### src/rtl/phase_clock_gen.sv
// phase_clock_gen
//   Two-phase non-overlapping clock generator for the 6502 core and its bus
//   slaves. All logic runs on i_clk. The phase outputs are levels and strobes,
//   and are never used as clocks.
//
//   Optional feature macro: PHASE_CLOCK_GEN_CYCLE_COUNTER_EN
//     defined   -> o_cycle_count counts completed CPU cycles (wraps)
//     undefined -> o_cycle_count is tied to 0 (no counter flops)
//
//   Ports
//     i_clk          system clock
//     i_reset_n      asynchronous active-low reset
//     i_run          1 = free-run, 0 = halt at next cycle boundary
//     i_step         rising edge requests one CPU cycle while halted
//     i_rdy          0 = stretch current phi1 (sampled on its last clock)
//     o_phi1         phase 1 level
//     o_phi2         phase 2 level
//     o_phi1_start   one-clock pulse on first clock of phi1
//     o_phi2_end     one-clock pulse on last clock of phi2
//     o_halted       generator is halted
//     o_cycle_count  completed CPU cycles
module phase_clock_gen #(
    parameter int PHI1_W = 1,
    parameter int PHI2_W = 1,
    parameter int GAP_W  = 1,
    parameter int CNT_W  = 32
) (
    input  logic             i_clk,
    input  logic             i_reset_n,
    input  logic             i_run,
    input  logic             i_step,
    input  logic             i_rdy,
    output logic             o_phi1,
    output logic             o_phi2,
    output logic             o_phi1_start,
    output logic             o_phi2_end,
    output logic             o_halted,
    output logic [CNT_W-1:0] o_cycle_count
);

    localparam int MAX_12 = (PHI1_W > PHI2_W) ? PHI1_W : PHI2_W;
    localparam int MAX_W  = (MAX_12 > GAP_W) ? MAX_12 : GAP_W;
    localparam int SC_W   = (MAX_W > 1) ? $clog2(MAX_W) : 1;

    localparam logic [SC_W-1:0] PHI1_LAST = SC_W'(PHI1_W - 1);
    localparam logic [SC_W-1:0] PHI2_LAST = SC_W'(PHI2_W - 1);
    localparam logic [SC_W-1:0] GAP_LAST  = SC_W'(GAP_W - 1);

    typedef enum logic [2:0] {
        S_HALT,
        S_PHI1,
        S_GAP1,
        S_PHI2,
        S_GAP2
    } state_t;

    state_t          state;
    state_t          state_nxt;
    logic [SC_W-1:0] sub;
    logic [SC_W-1:0] sub_nxt;

    logic step_s1;
    logic step_s2;
    logic step_d;
    logic step_rise;
    logic step_pending;

    assign step_rise = step_s2 & ~step_d;

    // Next-state decode; outputs below are registered from these values so
    // that each output matches the state it describes in the same clock.
    always_comb begin
        state_nxt = state;
        sub_nxt   = sub + 1'b1;
        case (state)
            S_HALT: begin
                sub_nxt = '0;
                if (i_run || step_pending)
                    state_nxt = S_PHI1;
            end
            S_PHI1: begin
                if (sub == PHI1_LAST) begin
                    if (i_rdy) begin
                        state_nxt = S_GAP1;
                        sub_nxt   = '0;
                    end else begin
                        // RDY low: hold on the last phi1 clock
                        sub_nxt = sub;
                    end
                end
            end
            S_GAP1: begin
                if (sub == GAP_LAST) begin
                    state_nxt = S_PHI2;
                    sub_nxt   = '0;
                end
            end
            S_PHI2: begin
                if (sub == PHI2_LAST) begin
                    state_nxt = S_GAP2;
                    sub_nxt   = '0;
                end
            end
            S_GAP2: begin
                if (sub == GAP_LAST) begin
                    state_nxt = i_run ? S_PHI1 : S_HALT;
                    sub_nxt   = '0;
                end
            end
            default: begin
                state_nxt = S_HALT;
                sub_nxt   = '0;
            end
        endcase
    end

    always_ff @(posedge i_clk or negedge i_reset_n) begin
        if (!i_reset_n) begin
            state        <= S_HALT;
            sub          <= '0;
            step_s1      <= 1'b0;
            step_s2      <= 1'b0;
            step_d       <= 1'b0;
            step_pending <= 1'b0;
            o_phi1       <= 1'b0;
            o_phi2       <= 1'b0;
            o_phi1_start <= 1'b0;
            o_phi2_end   <= 1'b0;
            o_halted     <= 1'b0;
        end else begin
            state   <= state_nxt;
            sub     <= sub_nxt;
            step_s1 <= i_step;
            step_s2 <= step_s1;
            step_d  <= step_s2;

            // Step requests only latch while halted; entering phi1 consumes them.
            if (state_nxt == S_PHI1)
                step_pending <= 1'b0;
            else if (step_rise && state == S_HALT)
                step_pending <= 1'b1;

            o_phi1       <= (state_nxt == S_PHI1);
            o_phi2       <= (state_nxt == S_PHI2);
            // A stretch stays in PHI1, so the start strobe is not repeated.
            o_phi1_start <= (state_nxt == S_PHI1) && (state != S_PHI1);
            o_phi2_end   <= (state_nxt == S_PHI2) && (sub_nxt == PHI2_LAST);
            o_halted     <= (state_nxt == S_HALT);
        end
    end

`ifdef PHASE_CLOCK_GEN_CYCLE_COUNTER_EN
    logic [CNT_W-1:0] cycle_count;

    always_ff @(posedge i_clk or negedge i_reset_n) begin
        if (!i_reset_n)
            cycle_count <= '0;
        else if (o_phi2_end)
            cycle_count <= cycle_count + 1'b1;
    end

    assign o_cycle_count = cycle_count;
`else
    assign o_cycle_count = '0;
`endif

endmodule

### config.mk
export PLATFORM = sky130hd
export DESIGN_NAME = phase_clock_gen
export DESIGN_NICKNAME = d
export VERILOG_FILES = /design/src/rtl/phase_clock_gen.sv
export SDC_FILE = /design/constraint.sdc
export NUM_CORES = 1
export LEC_CHECK = 0
export CAP_MARGIN = 10
export CORE_MARGIN = 2
export CORE_UTILIZATION = 25
export DETAILED_ROUTE_END_ITERATION = 8
export SYNTH_ARGS = -nofsm -noshare
export SYNTH_HDL_FRONTEND = slang
export SYNTH_SLANG_ARGS = --single-unit
### constraint.sdc
create_clock -name i_clk -period 1.15 [get_ports i_clk]
set_input_delay 0.23 -clock i_clk [delete_from_list [all_inputs] [get_ports i_clk]]
set_output_delay 0.23 -clock i_clk [all_outputs]
set_load 0.05 [all_outputs]
* Word-level counts from Yosys, hierarchy flattened
Index checks and enable logic that the tools add are counted.
** Cells by class
- Add/subtract/negate cells :: 1
- Equality and inequality tests :: 7
- Muxes and demuxes :: 12
- Bitwise gates (word level) :: 3
- Reductions and logical operators :: 8
** Operators by type and width (number)
- $mux W3 :: 6
- $pmux W3 S5 :: 1
- $eq A3 B2 Y1 const B :: 3
- $eq A3 B1 Y1 const B :: 2
- $logic_not A3 Y1 :: 2
- $mux W1 :: 5
- $reduce_or A4 Y1 :: 1
- $eq A3 B3 Y1 const B :: 1
- $logic_and A1 B1 Y1 :: 3
- $ne A3 B1 Y1 const B :: 1
- $not A1 Y1 :: 2
- $reduce_bool A2 Y1 :: 1
- $add A1 B1 Y1 const B :: 1
- $and A1 B1 Y1 :: 1
- $logic_or A1 B1 Y1 :: 1
** Word-level totals
- Flip-flop bits (word level) :: 13
- Input bits :: 5
- Word-level logic and storage cells :: 42

* Depth between registers and ports, before layout
- Depth after elaboration :: 5
- Mapped depth :: 4

* Worst setup path after synthesis
OpenSTA, ideal clock, no wires.
- Path kind :: reg2out
- From :: register o_phi2 (netlist name)
- To :: output port o_phi2_end
- Data arrival time :: 0.886 ns
- Slack :: 0.034 ns
- Cell stages (with the launch flop) :: 2
- Path buffers :: 1
- Cell sequence :: dfrtp_1 > buf_4
** RTL lines
- end, declared :: line 36 : output logic o_phi2_end,

* Final worst setup path
- From :: register o_phi2
- To :: output port o_phi2
** RTL lines
- start, declared :: line 34 : output logic o_phi2,
- start signal, assigned :: line 144 : o_phi2 <= (state_nxt == S_PHI2);
No word-level cell between the ends.

==> flow_summary.toml <==
[power_and_ir_drop]
p_leak_uw = 0.0003725
p_total_uw = 2106
switching_share_pct = 47.00
seqPwrFrac_pct = 33.3
combPwrFrac_pct = 54.2
intPower_uw = 1116
power_density_mw_per_mm2 = 2777
p_clk_share_pct = 12.4
switching_power_uw = 989.7
irDropWorstVdd_mv = 1.652

[final_layout]
final_cell_mix = "conb_1, dfrtp_1, nor2_1, buf_12, clkdlybuf4s50_1"
layout-drive-gt1-share_pct = 15.00
antenna_cells = 0
areaGrowthSynthToFinish_pct = 12.43
layout_commonest_cell = "conb_1"
final_nets = 86
final_area_um2 = 758.2
fin_util_pct = 30.06

[sta]
hold_viol = 0
finalCritPeriodShare_pct = 95.99
setup_viol = 0
report.final.slew_viol_count = 0
max_freq_mhz = 905.9
layout_setup_ws_ps = 46.14
clock_skew_ps = 6.912
period_needed_ps = 1104
finalSetupTns_ps = 0

[critical_path]
cp_slowest_stage_delay_ps = 430
crit_type = "reg2out"
crit_buf_inv = 1
r2r_start = "state[0]"
r2r_slack_ps = 70
path_cells = "buf_12"
required_ps = 920
reg2reg_depth = 3
r2r_end = "o_phi1_start"
critPathMaxFanout = 2
cp_top_family = "flip-flops"
cp_slowest_cell = "dfrtp_1"
end_kind = "primary output"
worst_ep_arrival_time_ps = 870
worstSetupStartpointType = "flop"

[grt]
grt_pass1_vias = 294
top_usage_layer = "met2"
grt-ovfl-total = 0
use_met3_pct = 5.116
grt_use_met2_pct = 7.653
globalRouteMet1Util_pct = 6.069
grt_pass1_wl_mm = 1.269
grt_max_degree = 12
antenna_found_initial = 0
grt_util_all_layers_pct = 5.583

[clocking]
clk_path_buf_depth = 2
clock_latency_ps = 270
cts_tree = "yes"
cts-root-buf = "clkbuf_4"
numCtsBuffers = 3
clkSlewWorstSetupHoldPaths_ps = 70
cts_max_level = 1
cts_num_sinks = 11
holdBufCountCts = 0

[synth]
yosys.area_share.simple_pct = 12.80
synth_cell_types = 21
synth-xor-area-share_pct = 0
syn_inst = 69
synth_top_family_by_area = "buffers and inverters"
synth_compound_area_share_pct = 7.792
synthesis.area_um2 = 674.4
synth_fa_ha_area_share_pct = 0
synthMuxAreaShare_pct = 0
yosysSeqAreaShare_pct = 40.82
yosys_register_bits = 11
postSynthAreaPerCell_um2 = 9.774
yosysWarnings = 0

[outcome]
outcome = "completed"

[floorplan]
io-pin-count = 42
rows = 18
start_util_pct = 26.74
chipHeight_um = 55.94
core_mm2 = 0.002522
die_w_um = 55.94
dieArea_mm2 = 0.003129

[hold_path]
hold_path_class = "in2async"

[detailed_routing]
ant_nets = 0
wirelength_um = 864
viasPerCell = 3.436
drcViolationCount = 0
drtIter0Drc = 3
drtPass1Iterations = 4
vias = 378
wl_per_cell_um = 7.855

[job]
cap_viol_max_count = 0

[place]
pre_cts_ws_ps = -188.2
dp_hpwl_um = 656.8
post_dp_cell_area_um2 = 723.2
place.gp.congestion = 0.8599
port_buffers = 9
[synthesized netlist by cell type]
master	n	area share (%)
a211oi_2	1	1.9
a21oi_1	1	0.74
a31oi_1	1	0.93
and2_1	1	0.93
buf_2	1	0.74
buf_4	33	37
conb_1	1	0.56
dfrtp_1	11	41
inv_1	1	0.56
nand2_1	1	0.56
nand2b_1	2	1.9
nand2b_4	1	2.0
nand3b_1	1	1.1
nor2_1	5	2.8
nor3_1	2	1.5
nor3b_1	1	1.1
o21ai_0	1	0.74
o21ai_1	1	0.74
o31a_1	1	1.3
o32a_1	1	1.5
or2_1	1	0.93
[worst max-delay path by stage]
stage	from	cells past startpoint	endpoint	slack, ps
after floorplan	o_phi2	1	o_phi2_end	30
after global placement	i_rdy	4	o_phi1_start	-190
after detailed placement	i_rdy	4	o_phi1_start	-190
after CTS	state[0]	3	o_phi1_start	4
after global routing	state[2]	3	step_pending	-8
final	o_phi2	1	o_phi2	50
[sequential cells by signal, summed over array words and instances, names as in the netlist]
name and flops:
step_d 1, step_s1 1, o_halted 1, o_phi1 1
step_pending 1, o_phi1_start 1, step_s2 1, o_phi2 1
state 3
[through the flow]
stage / instances / hold WS, ps
6_report: 110 / 247.3
5_1_grt: 110 / 260.4
4_1_cts: 110 / 250.1
3_5_place_dp: 106 / 336.4
3_3_place_gp: 106 / 334.4
2_1_floorplan: 100 / -65.59
[kinds of logic after synthesis]
kind of cell | count (synthesis)
DFF | 11
AOI/OAI and AO/OA | 7
buffers and inverters | 35
and+or+nand+nor | 15
other | 1
[routing by layer]
| layer | wire [um] | vias to the layer above |
|---|---|---|
| met5 | 0 | - |
| met4 | 0 | 0 |
| met3 | 116 | 0 |
| met2 | 417 | 26 |
| met1 | 330 | 174 |
| li1 | - | 178 |
[what timing repair did]
item,in CTS,in global routing
setup endpoints to repair,0,2
gates resized for setup,0,2
setup buffers,0,0
[worst reg2reg max path, delay by kind of cell (launching register included)]
kind               cells  cell delay, ps
AOI/OAI and AO/OA      1             200
DFF                    1             450
and+or+nand+nor        2             370
[power by group through the flow]
| stage | clock [uW] | combinational (uW) | sequential (uW) |
|---|---|---|---|
| 2_1_floorplan | 0 | 680 | 821 |
| 3_3_place_gp | 0 | 1110 | 694 |
| 3_5_place_dp | 0 | 1120 | 695 |
| 4_1_cts | 275 | 1130 | 688 |
| 5_1_grt | 291 | 1200 | 721 |
| 6_report | 262 | 1140 | 702 |
[final cells by class]
class | instances | area, um2
flip-flops and latches | 11 | 276.5
multi-input cells | 54 | 266.5
well taps | 30 | 37.54
inverters | 1 | 3.754
clock buffers | 4 | 26.28
repair buffers | 10 | 147.6
fillers | 272 | 1764
(Power assumes the default switching activity.)
